### config.mk
export PLATFORM = sky130hd
export DESIGN_NAME = uart_fifo_bridge_flat
export DESIGN_NICKNAME = d
export VERILOG_FILES = /design/src/rtl/uart_fifo_bridge_if.sv /design/src/rtl/uart_fifo_bridge.sv /design/src/flat_wrapper.sv
export SDC_FILE = /design/constraint.sdc
export NUM_CORES = 1
export LEC_CHECK = 0
export BUFFER_PORTS_ARGS = -buffer_cell sky130_fd_sc_hd__buf_2
export CORE_MARGIN = 2
export CORE_UTILIZATION = 53
export DETAILED_ROUTE_END_ITERATION = 16
export HOLD_SLACK_MARGIN = 0.15
export PLACE_DENSITY = 0.78
export SLEW_MARGIN = 20
export SYNTH_ARGS = -nofsm -noshare
export SYNTH_HDL_FRONTEND = slang
export SYNTH_SLANG_ARGS = --single-unit
### constraint.sdc
create_clock -name clk -period 2.57 [get_ports clk]
set_clock_uncertainty 0.15 [all_clocks]
set_input_delay 0.514 -clock clk [delete_from_list [all_inputs] [get_ports clk]]
set_output_delay 0.514 -clock clk [all_outputs]
set_load 0.02 [all_outputs]
### src/rtl/uart_fifo_bridge_if.sv
// Simple single-cycle register bus used on both the host side and the
// UART side of the FIFO bridge.
interface uart_fifo_bridge_if;
    logic [3:0]  address;
    logic        read;
    logic [31:0] readData;
    logic        write;
    logic [31:0] writeData;
    logic        waitrequest;

    modport master (
        output address, read, write, writeData,
        input  readData
    );

    modport slave (
        input  address, read, write, writeData,
        output readData, waitrequest
    );
endinterface

### src/rtl/uart_fifo_bridge.sv
// Buffered TX/RX FIFOs in front of a FIFO-less UART register slave,
// with a polling master that moves bytes and forwards divider writes.
module uart_fifo_bridge #(
    parameter int DEPTH_LOG2 = 4
) (
    input  logic                clk,
    input  logic                dividerStage1,
    uart_fifo_bridge_if.slave   host,
    uart_fifo_bridge_if.master  uart
);
    localparam int DEPTH = 1 << DEPTH_LOG2;
    typedef logic [DEPTH_LOG2-1:0] ptr_t;
    typedef logic [DEPTH_LOG2:0]   cnt_t;
    localparam cnt_t FULL = cnt_t'(DEPTH);

    typedef enum logic [2:0] {
        S_IDLE, S_POLL, S_DECIDE, S_CFG, S_RXRD, S_TXWR
    } state_t;

    state_t      state_q, state_d;
    ptr_t        tx_wp_q, tx_wp_d, tx_rp_q, tx_rp_d;
    ptr_t        rx_wp_q, rx_wp_d, rx_rp_q, rx_rp_d;
    cnt_t        tx_cnt_q, tx_cnt_d, rx_cnt_q, rx_cnt_d;
    logic        tx_ovf_q, tx_ovf_d, rx_ovf_q, rx_ovf_d;
    logic [15:0] shadow_q, shadow_d;
    logic        cfg_pend_q, cfg_pend_d;
    logic        f_tx_q, f_tx_d, f_rx_q, f_rx_d;
    logic [7:0]  tx_mem_q [DEPTH];
    logic [7:0]  rx_mem_q [DEPTH];

    logic        sel_status, sel_counts, sel_data, sel_div;
    logic        tx_full, tx_empty, rx_full, rx_empty;
    logic        tx_push, tx_pop, rx_push, rx_pop;
    logic [31:0] status_w, counts_w, host_rdata;
    logic [3:0]  u_addr;
    logic        u_rd, u_wr;
    logic [31:0] u_wdata;
    logic        unused_ok;

    assign sel_status = host.address == 4'd0;
    assign sel_counts = host.address == 4'd4;
    assign sel_data   = host.address == 4'd8;
    assign sel_div    = host.address == 4'd12;

    assign tx_full  = tx_cnt_q == FULL;
    assign rx_full  = rx_cnt_q == FULL;
    assign tx_empty = tx_cnt_q == '0;
    assign rx_empty = rx_cnt_q == '0;

    assign tx_push = host.write && sel_data && !tx_full;
    assign tx_pop  = state_q == S_TXWR;
    assign rx_push = state_q == S_RXRD && !rx_full;
    assign rx_pop  = host.read && sel_data && !rx_empty;

    assign status_w = {27'd0, tx_ovf_q, rx_ovf_q, tx_empty,
                       !rx_empty, !tx_full};
    assign counts_w = (32'(rx_cnt_q) << 16) | 32'(tx_cnt_q);

    always_comb begin
        host_rdata = '0;
        if (host.read) begin
            unique case (1'b1)
                sel_status: host_rdata = status_w;
                sel_counts: host_rdata = counts_w;
                sel_data:   host_rdata = rx_empty ? 32'd0
                                       : {24'd0, rx_mem_q[rx_rp_q]};
                sel_div:    host_rdata = {16'd0, shadow_q};
                default:    host_rdata = '0;
            endcase
        end
    end

    assign host.readData    = host_rdata;
    assign host.waitrequest = 1'b0;

    always_comb begin
        state_d = state_q;
        u_addr  = 4'd0;
        u_rd    = 1'b0;
        u_wr    = 1'b0;
        u_wdata = '0;
        unique case (state_q)
            S_IDLE: state_d = S_POLL;
            S_POLL: begin
                u_rd    = 1'b1;
                state_d = S_DECIDE;
            end
            S_DECIDE: begin
                if (cfg_pend_q)              state_d = S_CFG;
                else if (f_rx_q)             state_d = S_RXRD;
                else if (f_tx_q && !tx_empty) state_d = S_TXWR;
                else                         state_d = S_POLL;
            end
            S_CFG: begin
                u_addr  = 4'd12;
                u_wr    = 1'b1;
                u_wdata = {16'd0, shadow_q};
                state_d = S_POLL;
            end
            S_RXRD: begin
                u_addr  = 4'd8;
                u_rd    = 1'b1;
                state_d = S_POLL;
            end
            S_TXWR: begin
                u_addr  = 4'd8;
                u_wr    = 1'b1;
                u_wdata = {24'd0, tx_mem_q[tx_rp_q]};
                state_d = S_POLL;
            end
            default: state_d = S_IDLE;
        endcase
    end

    assign uart.address   = u_addr;
    assign uart.read      = u_rd;
    assign uart.write     = u_wr;
    assign uart.writeData = u_wdata;

    always_comb begin
        tx_wp_d  = tx_wp_q + ptr_t'(tx_push);
        tx_rp_d  = tx_rp_q + ptr_t'(tx_pop);
        rx_wp_d  = rx_wp_q + ptr_t'(rx_push);
        rx_rp_d  = rx_rp_q + ptr_t'(rx_pop);
        tx_cnt_d = tx_cnt_q + cnt_t'(tx_push) - cnt_t'(tx_pop);
        rx_cnt_d = rx_cnt_q + cnt_t'(rx_push) - cnt_t'(rx_pop);
        f_tx_d   = state_q == S_POLL ? uart.readData[0] : f_tx_q;
        f_rx_d   = state_q == S_POLL ? uart.readData[1] : f_rx_q;
        tx_ovf_d = tx_ovf_q;
        rx_ovf_d = rx_ovf_q;
        if (host.write && sel_status && host.writeData[4]) tx_ovf_d = 1'b0;
        if (host.write && sel_status && host.writeData[3]) rx_ovf_d = 1'b0;
        if (host.write && sel_data && tx_full)  tx_ovf_d = 1'b1;
        if (state_q == S_RXRD && rx_full)       rx_ovf_d = 1'b1;
        shadow_d   = shadow_q;
        cfg_pend_d = cfg_pend_q;
        if (state_q == S_CFG) cfg_pend_d = 1'b0;
        // A divider write racing the CFG access must still be forwarded.
        if (host.write && sel_div) begin
            shadow_d   = host.writeData[15:0];
            cfg_pend_d = 1'b1;
        end
    end

    always_ff @(posedge clk or negedge dividerStage1) begin
        if (!dividerStage1) begin
            state_q    <= S_IDLE;
            tx_wp_q    <= '0;
            tx_rp_q    <= '0;
            rx_wp_q    <= '0;
            rx_rp_q    <= '0;
            tx_cnt_q   <= '0;
            rx_cnt_q   <= '0;
            tx_ovf_q   <= 1'b0;
            rx_ovf_q   <= 1'b0;
            shadow_q   <= '0;
            cfg_pend_q <= 1'b0;
            f_tx_q     <= 1'b0;
            f_rx_q     <= 1'b0;
        end else begin
            state_q    <= state_d;
            tx_wp_q    <= tx_wp_d;
            tx_rp_q    <= tx_rp_d;
            rx_wp_q    <= rx_wp_d;
            rx_rp_q    <= rx_rp_d;
            tx_cnt_q   <= tx_cnt_d;
            rx_cnt_q   <= rx_cnt_d;
            tx_ovf_q   <= tx_ovf_d;
            rx_ovf_q   <= rx_ovf_d;
            shadow_q   <= shadow_d;
            cfg_pend_q <= cfg_pend_d;
            f_tx_q     <= f_tx_d;
            f_rx_q     <= f_rx_d;
        end
    end

    always_ff @(posedge clk) begin
        if (tx_push) tx_mem_q[tx_wp_q] <= host.writeData[7:0];
        if (rx_push) rx_mem_q[rx_wp_q] <= uart.readData[7:0];
    end

    assign unused_ok = &{1'b0, host.writeData[31:16], uart.readData[31:8]};
endmodule

### src/flat_wrapper.sv
// flat-port wrapper written by rule: the top's interface ports become plain ports
module uart_fifo_bridge_flat 
#(
    parameter int DEPTH_LOG2 = 4
)
  (clk, dividerStage1, host_address, host_read, host_write, host_writeData, host_readData, host_waitrequest, uart_address, uart_read, uart_write, uart_writeData, uart_readData);
  uart_fifo_bridge_if host_i ();
  uart_fifo_bridge_if uart_i ();
  input  logic clk;
  input  logic dividerStage1;
  input wire logic [$bits(host_i.address)-1:0] host_address;
  input wire logic [$bits(host_i.read)-1:0] host_read;
  input wire logic [$bits(host_i.write)-1:0] host_write;
  input wire logic [$bits(host_i.writeData)-1:0] host_writeData;
  output wire logic [$bits(host_i.readData)-1:0] host_readData;
  output wire logic [$bits(host_i.waitrequest)-1:0] host_waitrequest;
  output wire logic [$bits(uart_i.address)-1:0] uart_address;
  output wire logic [$bits(uart_i.read)-1:0] uart_read;
  output wire logic [$bits(uart_i.write)-1:0] uart_write;
  output wire logic [$bits(uart_i.writeData)-1:0] uart_writeData;
  input wire logic [$bits(uart_i.readData)-1:0] uart_readData;
  assign host_i.address = host_address;
  assign host_i.read = host_read;
  assign host_i.write = host_write;
  assign host_i.writeData = host_writeData;
  assign host_readData = host_i.readData;
  assign host_waitrequest = host_i.waitrequest;
  assign uart_address = uart_i.address;
  assign uart_read = uart_i.read;
  assign uart_write = uart_i.write;
  assign uart_writeData = uart_i.writeData;
  assign uart_i.readData = uart_readData;
  uart_fifo_bridge #(.DEPTH_LOG2(DEPTH_LOG2)) u_core (.clk(clk), .dividerStage1(dividerStage1), .host(host_i), .uart(uart_i));
endmodule
; After elaboration in Yosys (flattened, before gate mapping)
; Memories as Yosys holds them, arrays and structs flattened.
; Cells that the tools add are included.
[word_totals]
word_cells = 82
memories = 2
in_bits = 72
out_inout_bits = 71
mem_bits_rw = 256
reg_bits = 50
[memory_table]
columns = name, words, width, rd, rd_ports_with_merged_regs, write_ports, line
row1 = u_core.rx_mem_q, 16, 8, 1, 0, 1, uart_fifo_bridge.sv:29  ; logic [7:0] rx_mem_q [DEPTH];
row2 = u_core.tx_mem_q, 16, 8, 1, 0, 1, uart_fifo_bridge.sv:28  ; logic [7:0] tx_mem_q [DEPTH];
[op_classes]
n_reduce_logical = 27
eq_ne = 10
n_bitwise = 1
addsub = 8
mux = 21
[op_table]
columns = cell, n
row1 = one-hot mux 32 bit (4 select lines), 1
row2 = two-way mux 32 bit, 1
row3 = one-hot mux 16 bit (2 select lines), 1
row4 = bitwise OR 21 x 5 -> 21 bit, 1
row5 = adder 4 x 1 -> 4 bit, 4
row6 = logical AND 1 bit, 12
row7 = two-way mux 1 bit, 12
row8 = adder 5 x 1 -> 5 bit, 2
row9 = == test 5 bit (second input constant), 2
row10 = zero test 5 bit, 2
row11 = subtractor 5 x 1 -> 5 bit, 2
row12 = two-way mux 3 bit, 3
row13 = one-hot mux 3 bit (3 select lines), 1
row14 = == test 4 bit (second input constant), 2
row15 = two-way mux 8 bit, 1
row16 = one-hot mux 4 bit (2 select lines), 1
row17 = == test 3 x 2 -> 1 bit (second input constant), 2
row18 = == test 3 bit (second input constant), 2
row19 = nonzero test 2 bit, 3
row20 = OR reduction 2 bit, 3
row21 = == test 4 x 3 -> 1 bit (second input constant), 1
row22 = zero test 1 bit, 4
row23 = zero test 4 bit, 1
row24 = OR reduction 4 bit, 1
row25 = 2 further kinds, 2

; Depth between registers and ports, before layout
[logic_depth]
ltp_word = 7
mapped_depth = 13
mapped_depth_nobuf = 13

; Worst setup path before layout
; Ideal clock, no wire load.
[synth_timing]
kind = input -> output
start = in host_address[1]
end = out host_readData[6]
n_path_buf = 2
required_time_ns = 1.906
path_stages = 5
setup_slack_ns = -0.265
t_arrival_ns = 2.171
path_cell_list = or3b_1 buf_6 or4b_4 buf_6 o21ai_0
[synth_between]
elab_chain_len = 3
elab_cells_between_ends = 6
cone_classes = 3 x eq/ne / 2 x mux / 1 x reduce/logical
[synth_lines]
columns = element, line
row1 = from (decl), flat_wrapper.sv:11  ; input wire logic [$bits(host_i.address)-1:0] host_address;
row2 = "== test 4 bit, or another cell as far along", uart_fifo_bridge.sv:43  ; assign sel_div = host.address == 4'd12;
row3 = one-hot mux 32 bit (4 select lines) *, uart_fifo_bridge.sv:62  ; unique case (1'b1)
row4 = two-way mux 32 bit *, uart_fifo_bridge.sv:61  ; if (host.read) begin
row5 = to (decl), flat_wrapper.sv:15  ; output wire logic [$bits(host_i.readData)-1:0] host_readData;
; Mark *: on every way between the ends. The rest lies on a longest branch, timed or not.

; Worst setup path in the final report
[layout_timing]
start = reg u_core.rx_rp_q[0]
end = out host_readData[0]
[layout_between]
elab_chain_len = 4
[layout_lines]
columns = element, line
row1 = from (decl), uart_fifo_bridge.sv:22  ; ptr_t rx_wp_q, rx_wp_d, rx_rp_q, rx_rp_d;
row2 = from (signal assigned), uart_fifo_bridge.sv:165  ; rx_rp_q <= rx_rp_d;
row3 = memory read (16 x 8 bit), --
row4 = two-way mux 8 bit, uart_fifo_bridge.sv:65  ; sel_data: host_rdata = rx_empty ? 32'd0
row5 = one-hot mux 32 bit (4 select lines), uart_fifo_bridge.sv:62
row6 = two-way mux 32 bit, uart_fifo_bridge.sv:61
; No other way between the ends.

==> metrics <==
RD Place Congestion 0.802; max incr delay on CP 500 ps; clock sink count 306; Area contributors post-synth edfxtp_1 60%, mux4_2 11%, dfrtp_1 9.7%; number of synthesized flops with an enable pin 256; status finished, violations left; fin crit period 3140 ps; count of final hold-check violations 0; Die Width 160 um; Seq/Total Area, Yosys 69.4%; share of power burned in registers 39.7%; Final HPWL DP 17900 um; H-tree depth 1; fill cell count 1591; Wirelength per Cell 22.0 um; CTS tree yes; initial antenna violation count 0; first-pass GRT wire length 42700 um; Main synth FF type edfxtp_1; share of post-route cells with drive strength above 1 40.0%; slew margin rel. 48.3%; worst path cell trace buf_12 -> mux4_2 -> mux2i_2 -> o22ai_1 -> or2_2 -> buf_2; Max-Cap Viols 0; Mapped Cells 729; unrepaired setup endpoints after global routing yes; io pins 143; slew at the pin closest to its max-slew limit 765 ps; Critical Path RT 1910 ps; Overall Power 0.0152 W; Critical Path Sink Type output pin; PnR worst setup slack -574 ps; Leakage 5.89 nW; Synth cell types 54; total number of vias 7140; Post-Synth Adder-Cell Area 2.25%; switch share 29.3%; number of CTS-inserted buffers 30; Clock Path Buffers 3; Area Growth Syn to Fin 23.2%; Core ar. 24100 um2; Post-Synth XOR/XNOR Area 1.16%; mux contribution to synthesized area 15.2%; Initial Utilization 53.4%; ant diodes 0; number of global-route vias before repair 7266; Comb pwr share 32.2%; fin. max-slew vios 0; grt total ovfl 0; FMAX 0.318 GHz; Seq cells post-synth 306; worst vdd rail ir drop 0.680 mV; die height 160 um; sw power 0.00444 W; period utilization 122%; Synth area leader edfxtp_1; clock share of power 28.1%; DRC violations left 0; largest net degree at the start of global routing 51; Buffers on Ports 72; Die Area 25600 um2; post-synthesis instance area 12900 um2; failing checks negative setup slack; Placed Cells incl. Taps 1193; TritonRoute pass-1 iters 5; num rows 57; Clock Pin Slew Worst Setup and Hold Paths 70 ps; Syn Area/Cell 17.7 um2; Worst setup SP type register; Global Route Usage Sum 22.0%; Warnings, synthesis 0; Via density 5.63; Compound-Gate Fraction of Synth Area 2.95%; Worst Hold Class primary input to register; clock root cell clkbuf_16; largest family of logic cells by synthesized area multiplexers; DR iter-0 viols 576; Cell Count, Final, Fillers Out 1269; top-area cell type share of the netlist area 59.7%; Critical Path Fanout Max 9; Final Routed Wirelength 27900 um; Critical Path AT 2480 ps; # nets final 1015; post-route ant nets 0; ys async rst share 16.3%; post-synthesis simple-gate area fraction 5.35%; Power Internal 0.0107 W; # setup viols final 16; slowest stage cell, crit path mux4_2; Pwr Density 956 nW/um2; Skew-Pair Late Insertion Delay 560 ps; WS Path Type register to output pin
## final timing paths
path / start / to / slack [ps] / depth (start not counted)
max: u_core.rx_rp_q[0] / host_readData[0] / -570 / 6
min: host_writeData[5] / u_core.tx_mem_q[2][5] / 200 / 1
max reg2reg: u_core.rx_cnt_q[2] / u_core.rx_cnt_q[4] / 30 / 13
min reg2reg: u_core.rx_rp_q[3] / u_core.rx_rp_q[3] / 370 / 1
max in group asynchronous: dividerStage1 / u_core.tx_rp_q[0] / 1260 / 3
min in group asynchronous: dividerStage1 / u_core.shadow_q[13] / 490 / 3
## logic make-up (layout without fill, tap and decap cells)
| logic type | Yosys count | count (layout) |
|---|---|---|
| AOI/OAI and AO/OA | 57 | 57 |
| buffers and inverters | 88 | 275 |
| DFF | 306 | 306 |
| xor gates and xnor gates | 17 | 17 |
| muxes | 115 | 115 |
| adders and majority gates | 22 | 22 |
| and+or+nand+nor | 123 | 123 |
| other | 1 | 30 |
## final cells by class
class,count,area [um2],share of cell area [%]
flip-flops and latches,306,8940,56.4
multi-input cells,364,3840,24.2
repair buffers,197,1620,10.2
clock buffers,38,821,5.17
well taps,324,405,2.56
clock inverters,18,160,1.01
inverters,22,82.6,0.521
## registers in the layout, summed over array words and instances, names as in the netlist
| name | flops |
|---|---|
| u_core.tx_ovf_q | 1 |
| u_core.tx_wp_q | 4 |
| u_core.tx_cnt_q | 5 |
| u_core.rx_cnt_q | 5 |
| u_core.tx_rp_q | 4 |
| u_core.rx_ovf_q | 1 |
| u_core.f_tx_q | 1 |
| u_core.state_q | 3 |
| u_core.rx_wp_q | 4 |
| u_core.rx_rp_q | 4 |
| u_core.cfg_pend_q | 1 |
| u_core.tx_mem_q | 128 |
| u_core.f_rx_q | 1 |
| u_core.rx_mem_q | 128 |
| u_core.shadow_q | 16 |
## cell usage after synthesis, types with 4 or more instances
cell,number
edfxtp_1,256
dfrtp_1,50
mux4_2,62
a2bb2oi_1,8
buf_2,12
nor2_1,35
nand3b_1,6
nor2b_1,4
mux2_2,20
and2_1,14
nand3_1,7
mux2i_1,33
o21ai_0,17
and3_1,9
clkbuf_1,19
nand2b_1,9
ha_1,20
a22oi_1,4
xnor2_1,9
xor2_1,8
inv_1,22
buf_4,31
nand2_1,11
a21oi_1,10
nor3_1,9
## metal layers
metal	GRT usage [%]	part of all wire (%)
met1	28.7	40
met2	39.7	54
met3	3.04	4.9
met4	4.83	1.6
met5	0	0
## power by group through the flow
stage	combinational, W	sequential (W)	clock, W
finish	0.00489	0.00602	0.00426
global placement	0.00407	0.00606	0
CTS	0.00468	0.00599	0.00432
detailed placement	0.00419	0.00607	0
floorplan	0.00286	0.00596	0
global route	0.00524	0.00605	0.00453
## what timing repair did
| action | CTS | global route |
|---|---|---|
| pin swaps | 7 | 9 |
| endpoints found under the setup margin | 46 | 57 |
| setup buffers | 7 | 5 |
| cloned | 2 | 0 |
| endpoints found under the hold margin | 58 | 0 |
| gates resized for setup | 45 | 38 |
| hold buffers | 9 | 0 |
## cells in the final DEF (no fill, tap or decap), types with 8 or more instances in the layout
| cell type | instances |
|---|---|
| edfxtp_1 | 256 |
| buf_4 | 96 |
| mux4_2 | 62 |
| buf_2 | 61 |
| dfrtp_1 | 48 |
| nor2_1 | 32 |
| conb_1 | 30 |
| clkbuf_16 | 30 |
| mux2i_1 | 23 |
| mux2_2 | 20 |
| ha_1 | 16 |
| buf_6 | 15 |
| inv_1 | 14 |
| and2_1 | 14 |
| buf_12 | 13 |
| nand2_1 | 11 |
| nand2b_1 | 9 |
| xnor2_1 | 9 |
| o21ai_0 | 9 |
| a21oi_1 | 9 |
| and3_1 | 9 |
| mux2i_2 | 9 |
| clkinv_2 | 9 |
| dlygate4sd3_1 | 9 |
| xor2_1 | 8 |
| inv_2 | 8 |
## critical path: cells and delay by family, from the launching register on
kind | cells | cell delay, ps
multiplexers | 2 | 720
flip-flops | 1 | 460
buffers and inverters | 2 | 330
AND/OR/NAND/NOR | 1 | 300
AO/OA/AOI/OAI | 1 | 120
## through the flow
stage | worst slack (ps) | utilization [%] | hold slack [ps] | area [um2] | setup TNS, ps
detailed placement | -347 | 59.6 | 343 | 14400 | -14680
finish | -574 | 65.8 | 202 | 15900 | -7890
CTS | -563 | 65.2 | 178 | 15700 | -8370
floorplan | -142 | - | 68.4 | 13100 | -763
global placement | -336 | 59.6 | 332 | 14400 | -12670
global route | -627 | 65.8 | 199 | 15900 | -9400
Note: power is estimated with default switching activity, not from simulation.
